<file path="config.mk">
export PLATFORM = sky130hd
export DESIGN_NAME = ypc_multicycle
export DESIGN_NICKNAME = d
export VERILOG_FILES = /design/src/rtl/ypc_pkg.sv /design/src/rtl/ypc_regfile.sv /design/src/rtl/ypc_multicycle.sv
export SDC_FILE = /design/constraint.sdc
export NUM_CORES = 2
export LEC_CHECK = 0
export ABC_CLOCK_PERIOD_IN_PS = 5500
export BUFFER_PORTS_ARGS = -buffer_cell sky130_fd_sc_hd__buf_2
export CAP_MARGIN = 10
export CELL_PAD_IN_SITES_DETAIL_PLACEMENT = 1
export CELL_PAD_IN_SITES_GLOBAL_PLACEMENT = 2
export CORE_MARGIN = 2
export CORE_UTILIZATION = 38
export CTS_CLUSTER_SIZE = 25
export DETAILED_ROUTE_END_ITERATION = 8
export GPL_TIMING_DRIVEN = 1
export PLACE_DENSITY = 0.79
export SETUP_SLACK_MARGIN = 0.5
export SYNTH_ARGS = -nofsm -noshare
export SYNTH_HDL_FRONTEND = slang
export SYNTH_SLANG_ARGS = --single-unit
</file>
<file path="constraint.sdc">
create_clock -name clk -period 5.5 [get_ports clk]
set_clock_uncertainty 0.1 [all_clocks]
set_input_delay 1.1 -clock clk [delete_from_list [all_inputs] [get_ports clk]]
set_output_delay 1.1 -clock clk [all_outputs]
set_load 0.02 [all_outputs]
</file>
<file path="src/rtl/ypc_pkg.sv">
// Shared definitions for the ypc_multicycle core: FSM states, RV32I opcode
// and funct constants used by the decoder, and the default boot address.
package ypc_pkg;

    typedef enum logic [1:0] {
        ST_FETCH = 2'd0,
        ST_WAIT  = 2'd1,
        ST_EXEC  = 2'd2,
        ST_HALT  = 2'd3
    } ypc_state_e;

    localparam logic [63:0] YPC_RESET_PC = 64'h0000_0000_8000_0000;

    localparam logic [6:0] OPC_LUI    = 7'b0110111;
    localparam logic [6:0] OPC_AUIPC  = 7'b0010111;
    localparam logic [6:0] OPC_JAL    = 7'b1101111;
    localparam logic [6:0] OPC_JALR   = 7'b1100111;
    localparam logic [6:0] OPC_OP_IMM = 7'b0010011;
    localparam logic [6:0] OPC_OP     = 7'b0110011;
    localparam logic [6:0] OPC_SYSTEM = 7'b1110011;

    localparam logic [2:0] F3_ADD  = 3'b000;
    localparam logic [2:0] F3_JALR = 3'b000;
    localparam logic [6:0] F7_ADD  = 7'b0000000;

    localparam logic [31:0] INSN_EBREAK = 32'h0010_0073;

    // Register x10 (a0) carries the program's exit code.
    localparam logic [4:0] REG_A0 = 5'd10;

    // A register index is legal only if it exists in this configuration
    // (RV-E cores have 16 registers).
    function automatic logic reg_ok(input logic [4:0] addr, input int nregs);
        return int'(addr) < nregs;
    endfunction

endpackage

</file>
<file path="src/rtl/ypc_regfile.sv">
// Integer register file: NREGS x XLEN, two asynchronous read ports and one
// synchronous write port. x0 always reads zero and ignores writes; indices
// beyond NREGS read as zero and are never written.
module ypc_regfile
    import ypc_pkg::*;
#(
    parameter int XLEN  = 32,
    parameter int NREGS = 32
) (
    input  logic            clk,
    input  logic            reset,
    input  logic            we,
    input  logic [4:0]      waddr,
    input  logic [XLEN-1:0] wdata,
    input  logic [4:0]      raddr1,
    input  logic [4:0]      raddr2,
    output logic [XLEN-1:0] rdata1,
    output logic [XLEN-1:0] rdata2
);

    localparam int AW = $clog2(NREGS);

    logic [XLEN-1:0] regs_q [NREGS];

    // Clear all registers on reset; otherwise accept one write per cycle.
    always_ff @(posedge clk or negedge reset) begin
        if (!reset) begin
            for (int i = 0; i < NREGS; i++) begin
                regs_q[i] <= '0;
            end
        end else if (we && (waddr != 5'd0) && reg_ok(waddr, NREGS)) begin
            regs_q[waddr[AW-1:0]] <= wdata;
        end
    end

    assign rdata1 = ((raddr1 != 5'd0) && reg_ok(raddr1, NREGS)) ? regs_q[raddr1[AW-1:0]] : '0;
    assign rdata2 = ((raddr2 != 5'd0) && reg_ok(raddr2, NREGS)) ? regs_q[raddr2[AW-1:0]] : '0;

endmodule

</file>
<file path="src/rtl/ypc_multicycle.sv">
// Minimal multi-cycle RV32I/RV64I subset core (ADDI, ADD, LUI, AUIPC, JAL,
// JALR, EBREAK). Each instruction walks FETCH -> WAIT -> EXEC; EBREAK parks
// the core in HALT with x10 on exit_code.
//
// Build option YPC_ILLEGAL_TRAP_EN: when defined, illegal instructions and
// jump targets with bit 1 set halt the core with exit_code all-ones and pc
// left on the faulting instruction. When undefined, illegal instructions
// retire as NOPs and misaligned targets are taken as-is.
//
// Fetch handshake: the request transfers in a cycle where imem_req_valid and
// imem_req_ready are both 1; imem_addr is held stable while valid waits for
// ready, and valid drops the cycle after the transfer. The response is a
// single-cycle imem_rsp_valid pulse with no back-pressure, honoured only in
// WAIT.
module ypc_multicycle
    import ypc_pkg::*;
#(
    parameter int              XLEN     = 32,
    parameter int              NREGS    = 32,
    parameter logic [XLEN-1:0] RESET_PC = YPC_RESET_PC[XLEN-1:0]
) (
    input  logic            clk,
    input  logic            reset,
    output logic            imem_req_valid,
    input  logic            imem_req_ready,
    output logic [XLEN-1:0] imem_addr,
    input  logic            imem_rsp_valid,
    input  logic [31:0]     imem_rdata,
    output logic            retire,
    output logic            halt,
    output logic [XLEN-1:0] exit_code,
    output ypc_state_e      dbg_state
);

`ifdef YPC_ILLEGAL_TRAP_EN
    localparam logic TRAP_EN = 1'b1;
`else
    localparam logic TRAP_EN = 1'b0;
`endif

    ypc_state_e      state_q, state_d;
    logic [XLEN-1:0] pc_q, pc_d;
    logic [31:0]     ir_q, ir_d;
    logic            req_valid_q, req_valid_d;
    logic            retire_q, retire_d;
    logic            halt_q, halt_d;
    logic [XLEN-1:0] exit_code_q, exit_code_d;

    // Instruction fields
    logic [6:0] opcode;
    logic [4:0] rd, rs1, rs2;
    logic [2:0] funct3;
    logic [6:0] funct7;

    assign opcode = ir_q[6:0];
    assign rd     = ir_q[11:7];
    assign funct3 = ir_q[14:12];
    assign rs1    = ir_q[19:15];
    assign rs2    = ir_q[24:20];
    assign funct7 = ir_q[31:25];

    // Immediates, sign-extended to XLEN through signed size casts
    logic signed [11:0] imm_i12;
    logic signed [31:0] imm_u32;
    logic signed [20:0] imm_j21;
    logic [XLEN-1:0]    imm_i, imm_u, imm_j;

    assign imm_i12 = ir_q[31:20];
    assign imm_u32 = {ir_q[31:12], 12'h000};
    assign imm_j21 = {ir_q[31], ir_q[19:12], ir_q[20], ir_q[30:21], 1'b0};
    assign imm_i   = XLEN'(imm_i12);
    assign imm_u   = XLEN'(imm_u32);
    assign imm_j   = XLEN'(imm_j21);

    // Register file; port 2 reads x10 for SYSTEM so EBREAK can report it
    logic [4:0]      raddr2;
    logic [XLEN-1:0] rs1_data, rs2_data;
    logic            rf_we;
    logic [XLEN-1:0] wr_data;

    assign raddr2 = (opcode == OPC_SYSTEM) ? REG_A0 : rs2;

    ypc_regfile #(
        .XLEN  (XLEN),
        .NREGS (NREGS)
    ) u_regfile (
        .clk    (clk),
        .reset  (reset),
        .we     (rf_we),
        .waddr  (rd),
        .wdata  (wr_data),
        .raddr1 (rs1),
        .raddr2 (raddr2),
        .rdata1 (rs1_data),
        .rdata2 (rs2_data)
    );

    // Decode results
    logic            legal, is_ebreak, is_jump, wr_en;
    logic [XLEN-1:0] next_pc, pc_plus4, jalr_sum;
    logic            misaligned, do_trap;

    assign pc_plus4 = pc_q + XLEN'(4);
    assign jalr_sum = rs1_data + imm_i;

    // Decode the latched instruction into write-back and next-pc values.
    always_comb begin
        legal     = 1'b0;
        is_ebreak = 1'b0;
        is_jump   = 1'b0;
        wr_en     = 1'b0;
        wr_data   = '0;
        next_pc   = pc_plus4;
        case (opcode)
            OPC_LUI: begin
                legal   = reg_ok(rd, NREGS);
                wr_en   = 1'b1;
                wr_data = imm_u;
            end
            OPC_AUIPC: begin
                legal   = reg_ok(rd, NREGS);
                wr_en   = 1'b1;
                wr_data = pc_q + imm_u;
            end
            OPC_JAL: begin
                legal   = reg_ok(rd, NREGS);
                is_jump = 1'b1;
                wr_en   = 1'b1;
                wr_data = pc_plus4;
                next_pc = pc_q + imm_j;
            end
            OPC_JALR: begin
                legal   = (funct3 == F3_JALR) && reg_ok(rd, NREGS) && reg_ok(rs1, NREGS);
                is_jump = 1'b1;
                wr_en   = 1'b1;
                wr_data = pc_plus4;
                next_pc = {jalr_sum[XLEN-1:1], 1'b0};
            end
            OPC_OP_IMM: begin
                legal   = (funct3 == F3_ADD) && reg_ok(rd, NREGS) && reg_ok(rs1, NREGS);
                wr_en   = 1'b1;
                wr_data = rs1_data + imm_i;
            end
            OPC_OP: begin
                legal   = (funct3 == F3_ADD) && (funct7 == F7_ADD) && reg_ok(rd, NREGS)
                          && reg_ok(rs1, NREGS) && reg_ok(rs2, NREGS);
                wr_en   = 1'b1;
                wr_data = rs1_data + rs2_data;
            end
            OPC_SYSTEM: begin
                legal     = (ir_q == INSN_EBREAK);
                is_ebreak = legal;
            end
            default: ;
        endcase
    end

    assign misaligned = legal && is_jump && next_pc[1];
    assign do_trap    = TRAP_EN && (!legal || misaligned);

    // Next-state logic for the FETCH/WAIT/EXEC/HALT sequencer.
    always_comb begin
        state_d     = state_q;
        pc_d        = pc_q;
        ir_d        = ir_q;
        req_valid_d = req_valid_q;
        retire_d    = 1'b0;
        halt_d      = halt_q;
        exit_code_d = exit_code_q;
        rf_we       = 1'b0;
        case (state_q)
            ST_FETCH: begin
                if (!req_valid_q) begin
                    req_valid_d = 1'b1;
                end else if (imem_req_ready) begin
                    req_valid_d = 1'b0;
                    state_d     = ST_WAIT;
                end
            end
            ST_WAIT: begin
                if (imem_rsp_valid) begin
                    ir_d    = imem_rdata;
                    state_d = ST_EXEC;
                end
            end
            ST_EXEC: begin
                retire_d = 1'b1;
                if (do_trap) begin
                    state_d     = ST_HALT;
                    halt_d      = 1'b1;
                    exit_code_d = '1;
                end else if (is_ebreak) begin
                    state_d     = ST_HALT;
                    halt_d      = 1'b1;
                    exit_code_d = rs2_data;
                end else begin
                    rf_we       = legal && wr_en;
                    pc_d        = legal ? next_pc : pc_plus4;
                    state_d     = ST_FETCH;
                    req_valid_d = 1'b1;
                end
            end
            ST_HALT: ;
            default: state_d = ST_HALT;
        endcase
    end

    // Sequencer state and registered outputs.
    always_ff @(posedge clk or negedge reset) begin
        if (!reset) begin
            state_q     <= ST_FETCH;
            pc_q        <= RESET_PC;
            ir_q        <= '0;
            req_valid_q <= 1'b0;
            retire_q    <= 1'b0;
            halt_q      <= 1'b0;
            exit_code_q <= '0;
        end else begin
            state_q     <= state_d;
            pc_q        <= pc_d;
            ir_q        <= ir_d;
            req_valid_q <= req_valid_d;
            retire_q    <= retire_d;
            halt_q      <= halt_d;
            exit_code_q <= exit_code_d;
        end
    end

    assign imem_req_valid = req_valid_q;
    assign imem_addr      = pc_q;
    assign retire         = retire_q;
    assign halt           = halt_q;
    assign exit_code      = exit_code_q;
    assign dbg_state      = state_q;

endmodule

</file>
Word level (Yosys, flattened, before mapping)
Cells that the tools add are included.
{ "op_classes": {"order_cmp": 4, "n_eq_ne": 14, "addsub": 5, "reduce_logical": 21, "bitwise": 4, "n_mux": 30} }
{ "op_table": {"columns": ["operator", "n"], "rows": [
  ["bitwise mux 1024 bit", 1],
  ["binary-select mux 32 bit (select 5 bit)", 2],
  ["2-to-1 mux 32 bit", 8],
  ["demux 32 bit (select 5 bit)", 1],
  ["one-hot mux 32 bit (5 select lines)", 1],
  ["adder 32 bit", 4],
  ["one-hot mux 32 bit (2 select lines)", 1],
  ["adder 32 x 3 -> 32 bit (second input constant)", 1],
  ["== test 32 x 21 -> 1 bit (second input constant)", 1],
  ["== test 7 bit (second input constant)", 3],
  [">= comparator 6 bit (second input constant)", 3],
  ["inverter 5 -> 6 bit", 3],
  ["nonzero test 5 bit", 3],
  ["== test 7 x 5 -> 1 bit (second input constant)", 2],
  ["== test 7 x 6 -> 1 bit (second input constant)", 2],
  ["2-to-1 mux 1 bit", 8],
  ["2-to-1 mux 2 bit", 4],
  ["!= test 2 bit (second input constant)", 4],
  ["AND reduction 2 bit", 4],
  ["zero test 7 bit", 1],
  ["less-than comparator 6 x 1 -> 1 bit (second input constant)", 1],
  ["one-hot mux 2 bit (3 select lines)", 1],
  ["OR reduction 6 bit", 1],
  ["2-to-1 mux 5 bit", 1],
  ["13 further kinds", 17]
]} }
{ "totals": {"reg_bits": 1125, "elab_cells": 117, "input_bits": 36, "output_inout_bits": 69} }

Longest topological paths before layout
{ "depth": {"ltp_word": 10, "mapped_depth": 26, "mapped_depth_nobuf": 20} }

Hierarchy
Synthesis repeated with hierarchy kept, for this count alone.
{ "hier_totals": {"hier_cells": 5101, "hier_area_um2": 65920.7} }
{ "by_module_without_submodules": {"columns": ["module", "instances", "area_per_inst_um2", "seq_area_each_um2", "cells_each"], "rows": [
  ["ypc_regfile", 1, 54446.0, 25624.6, 3624],
  ["ypc_multicycle", 1, 11474.8, 2503.7, 1477]
]} }

Worst setup path before layout
Ideal clock, no wire load.
{ "synth_path": {"kind": "register -> register", "startpoint": "reg ir_q[15]", "endpoint": "reg u_regfile.regs_q[181] (netlist name)", "arrival_time_ps": 5253, "synth_period_minus_slack_ps": 5488, "path_stages_with_launch": 19, "path_buffers": 4, "setup_time_ps": 135, "path_slack_ps": 12, "required_time_ps": 5265, "path_cell_list": "dfrtp_1 buf_2 buf_2 buf_1 mux4_2 mux4_2 mux2i_1 nor2_1 ha_1 nand2_1 nor3_2 or3b_1 and3_4 o32a_1 a21oi_1 xor2_1 a221oi_1 clkbuf_1 o21ai_0"} }
{ "synth_via": {"elab_chain_cells": 8, "elab_cells_between_ends": 18, "classes_between": "3 x add/sub; 1 x eq/ne; 10 x mux; 1 x bitwise; 3 x reduce/logical"} }
{ "synth_rtl": {"columns": ["item", "line", "source"], "rows": [
  ["start: declaration", "ypc_multicycle.sv:43", "logic [31:0] ir_q, ir_d;"],
  ["start signal: assignment", "ypc_multicycle.sv:221", "ir_q <= ir_d;"],
  ["inverter 5 -> 6 bit (implied by the code)", "ypc_regfile.sv:36", "assign rdata1 = ((raddr1 != 5'd0) && reg_ok(raddr1, NREGS)) ? regs_q[raddr1[AW-1:0]] : '0;"],
  ["binary-select mux 32 bit (select 5 bit)", "ypc_regfile.sv:36", null],
  ["2-to-1 mux 32 bit (implied by the code) (2 in a row)", "ypc_regfile.sv:36", null],
  ["2-to-1 mux 32 bit", "ypc_regfile.sv:36", null],
  ["adder 32 bit, on equally long branches", "ypc_multicycle.sv:148, ypc_multicycle.sv:142", null],
  ["one-hot mux 32 bit (5 select lines)", "ypc_multicycle.sv:114", "case (opcode)"],
  ["bitwise mux 1024 bit", "ypc_regfile.sv:32", "regs_q[waddr[AW-1:0]] <= wdata;"],
  ["end signal: indexed assignment", "ypc_regfile.sv:32", null],
  ["end: declaration", "ypc_regfile.sv:23", "logic [XLEN-1:0] regs_q [NREGS];"]
]} }
Several ways; a longest one is shown, not always the timed one. The select of a mux whose other input is x is not followed.
A chain may end at the register's enable or synchronous reset.

Final worst setup path
{ "layout_path": {"startpoint": "reg ir_q[2]", "endpoint": "reg u_regfile.regs_q[23] (netlist name)"} }
{ "layout_via": {"elab_chain_cells": 10, "elab_cells_between_ends": 29, "classes_between": "1 x add/sub; 8 x eq/ne; 12 x mux; 1 x bitwise; 7 x reduce/logical"} }
{ "layout_rtl": {"columns": ["item", "line", "source"], "rows": [
  ["== test 7 bit (*)", "ypc_multicycle.sv:81", "assign raddr2 = (opcode == OPC_SYSTEM) ? REG_A0 : rs2;"],
  ["2-to-1 mux 5 bit (*)", "ypc_multicycle.sv:81", null],
  ["inverter 5 -> 6 bit (implied by the code)", "ypc_regfile.sv:37", "assign rdata2 = ((raddr2 != 5'd0) && reg_ok(raddr2, NREGS)) ? regs_q[raddr2[AW-1:0]] : '0;"],
  ["binary-select mux 32 bit (select 5 bit)", "ypc_regfile.sv:37", null],
  ["2-to-1 mux 32 bit (implied by the code) (2 in a row)", "ypc_regfile.sv:37", null],
  ["2-to-1 mux 32 bit (*)", "ypc_regfile.sv:37", null],
  ["net rs2_data[3]", "ypc_multicycle.sv:77", "logic [XLEN-1:0] rs1_data, rs2_data;"],
  ["adder 32 bit (*)", "ypc_multicycle.sv:148", "wr_data = rs1_data + rs2_data;"],
  ["one-hot mux 32 bit (5 select lines) (*)", "ypc_multicycle.sv:114", null],
  ["bitwise mux 1024 bit (*)", "ypc_regfile.sv:32", null]
]} }
Mark *: on every way through the listed nets, which the timed path passes. The rest lies on a longest branch. The select of a mux whose other input is x is not followed.

==> metrics.md <==
| Metric | Value |
|---|---|
| Outcome | `finished with violations` |
| Violated checks | `setup timing` |
| Register-to-Register Path Depth | `26` |
| #FFs+latches synth | `1,124` |
| Routed WL | `309,000 um` |
| CP most frequent cell | `buf_12` |
| Final worst setup slack | `-137 ps` |
| Post-synth top area share | `0.423` |
| Crit end category | `register` |
| Peak Freq | `177 MHz` |
| Max Slew Vio Count | `0` |
| Critical path required time | `around 6000 ps` |
| Die Span Y | `~420 um` |
| GR Overflow Total | `0` |
| Total power | `about 40 mW` |
| Final setup TNS | `-15,010 ps` |
| Hold-fix buffers at CTS | `0` |
| Die W | `422 um` |
| Worst hold margin | `approximately 210 ps` |
| Bufs and invs on worst path | `9` |
| Measured slew at the worst slew-check pin | `1330 ps` |
| RSZ-0062 raised after global routing | `true` |
| Worst-Skew Late Latency | `830 ps` |
| Dominant cell type by area after synthesis | `dfrtp_1` |
| Max-cap violations | `0` |
| Port Buffers | `103` |
| Main synth FF type | `dfrtp_1` |
| Family with the most delay on the worst path | `compound AO/OA/AOI/OAI gates` |
| CP max stage cell | `dfrtp_1` |
| Synth Area in XOR/XNOR | `0.0145` |
| Rel. slew slack | `0.112` |
| Power per cell area | `just under 500 nW/um^2` |
| Most frequent cells in the layout | `dfrtp_1 (1,112), nor2_1 (817), nand2_1 (799)` |
| Largest net degree at the start of global routing | `133` |
| DRT antenna net count | `0` |
| Cts bufs inserted | `137` |
| First-pass GRT wire length | `approximately 440,000 um` |
| Remaining DRCs | `0` |
| Syn Nets | `7,050` |
| Crit path kind | `register to register` |
| Simple-gate share of the synthesized area | `0.140` |
| Fraction of the mapped netlist area in compound gates | `0.187` |
| Crit path time final | `~5600 ps` |
| DR WL/cell | `about 32 um` |
| Num ports | `approximately 110` |
| Clk buf depth | `3` |
| Max FO, Critical Path | `8` |
| Mux cell area share after synthesis | `0.168` |
| Top cells by area, synth | `dfrtp_1 (42%), mux4_2 (11%), a21oi_1 (6.8%)` |
| Layout cells sized above 1 | `0.266` |
| Via count | `62,100` |
| Final RePlAce weighted congestion | `around 0.96` |
| WP data arrival | `just over 6000 ps` |
| Main combinational cell family by area after synthesis | `compound AO/OA/AOI/OAI gates` |
| WP depth | `26` |
| Crit path launch type | `register` |
| Iter 0 DRT Violations | `roughly 7,400` |
| Core area | `approximately 170,000 um^2` |
| Setup Viol. Count Final | `270` |
| Via-per-instance ratio | `6.39` |
| YS warnings | `0` |
| Initial Util | `0.382` |
| Worst Hold Class | `input port to asynchronous set/reset pin` |
| Clock transition at path regs | `approximately 60 ps` |
| Largest stage delay, worst path | `400 ps` |
| Sequential fraction of the synthesis area | `0.424` |
| Clk sinks | `1,124` |
| Root buf cell | `clkbuf_16` |
| Commonest non-fill, non-tap cell in the layout | `dfrtp_1` |
| Distinct cell type count after synthesis | `~110` |
| CTS tree | `built` |
| Placed cell area | `about 74,000 um^2` |
| Post-Place Setup Slack | `-491 ps` |
| Pleak | `36.1 nW` |
| Avg Synthesized Cell Area | `between 9 and 10 um^2` |
| Die Outline Area | `~180,000 um^2` |
| Drt first pass iters | `9` |
| Area grow syn2layout | `24.4%` |
| Cells after synthesis | `roughly 6,900` |
| Worst vdd ir | `roughly 440 uV` |
| Number of synthesized flops with an enable pin | `0` |
| Synth Area in Adders | `0.0216` |
| Final #Nets | `7,426` |
| Final worst path period share | `1.02` |
| Antenna violations before repair | `5` |
| Mapped Area | `approximately 66,000 um^2` |
| Post-route cell area | `between 80,000 and 90,000 um^2` |
| H-tree levels | `4` |
| Number of global-route vias before repair | `around 63,000` |
| Dpl hpwl | `approximately 200,000 um` |
| Async SR Flop Fraction | `1.00` |
| Row cnt | `between 150 and 200` |
| Final hold vios | `0` |
| Total track usage | `0.337` |
## where the power goes
part | leakage [nW] | internal, mW | switching (mW) | total (mW)
Sequential | 15.6 | 8.46 | 0.394 | 8.85
Clock | 2.28 | 5.63 | 3.96 | 9.59
Combinational | 18.2 | 8.39 | 12.9 | 21.3
## layer usage
metal  vias to the layer above  wire length (um)  track usage
li1                      25900                 -            -
met1                     32200            125000        0.455
met2                      3194            138000        0.513
met3                       793             29700       0.0726
met4                         2             16900        0.166
met5                         -                16            0
## state kept, by name, summed over array words and instances, names as in the netlist
signal / flops
retire: 1
exit_code: 32
halt: 1
ir_q: 32
dbg_state: 2
imem_addr: 31
u_regfile.regs_q: 1024
imem_req_valid: 1
## path summary, 6_finish.rpt
check | startpoint | end | slack, ps
max | ir_q[2]$_DFFE_PN0P_ | u_regfile.regs_q[23]$_DFFE_PN0P_ | -140
min | reset | u_regfile.regs_q[845]$_DFFE_PN0P_ | 210
max reg2reg | ir_q[2]$_DFFE_PN0P_ | u_regfile.regs_q[23]$_DFFE_PN0P_ | -140
min reg2reg | u_regfile.regs_q[1023]$_DFFE_PN0P_ | u_regfile.regs_q[1023]$_DFFE_PN0P_ | 270
max in group asynchronous | reset | u_regfile.regs_q[402]$_DFFE_PN0P_ | 3680
min in group clk | u_regfile.regs_q[1023]$_DFFE_PN0P_ | u_regfile.regs_q[1023]$_DFFE_PN0P_ | 270
## what timing repair did
action	in CTS	in global routing
setup endpoints to repair	918	859
pin swaps	66	85
gates resized for setup	179	197
cloned	18	19
buffers inserted	76	27
## final cells by class
| type | instances | area [um^2] |
|---|---|---|
| diodes | 3 | 7.51 |
| clock buffers | 205 | 4000 |
| clock inverters | 45 | 661 |
| fillers | 18900 | 91100 |
| inverters | 38 | 143 |
| multi-input cells | 5085 | 37400 |
| flip-flops and latches | 1124 | 28200 |
| well taps | 2325 | 2910 |
| repair buffers | 892 | 9260 |
## cells by family (layout without fill, tap and decap cells)
| logic type | Yosys count | in the layout |
|---|---|---|
| compound gates | 2011 | 2011 |
| other cells | 1 | 4 |
| mux | 701 | 701 |
| buf+inv | 694 | 1180 |
| simple gates | 2150 | 2151 |
| flops | 1124 | 1124 |
| xor+xnor | 109 | 109 |
| fa+ha+maj | 112 | 112 |
## stage by stage
| step | utilization | cells |
|---|---|---|
| after floorplan | - | 6902 |
| after CTS | 0.466 | 9668 |
| final | 0.475 | 9717 |
| after global routing | 0.475 | 9714 |
| after global placement | 0.426 | 9324 |
| after detailed placement | 0.426 | 9324 |
## synth_stat cells (45+ instances only)
| library cell | count |
|---|---|
| a21o_1 | 69 |
| clkbuf_1 | 404 |
| a31oi_1 | 114 |
| o211ai_1 | 49 |
| ha_1 | 108 |
| o21ai_1 | 45 |
| mux4_2 | 319 |
| o21ai_0 | 319 |
| a21oi_1 | 896 |
| mux2i_1 | 248 |
| nor3_1 | 61 |
| a211oi_1 | 88 |
| nor2b_1 | 48 |
| xnor2_1 | 64 |
| dfrtp_1 | 1123 |
| buf_1 | 58 |
| a221oi_1 | 75 |
| nand2_1 | 803 |
| buf_2 | 164 |
| mux2_2 | 134 |
| nor2_1 | 846 |
| nand3_1 | 184 |
Power figures use the tool's default switching activity.
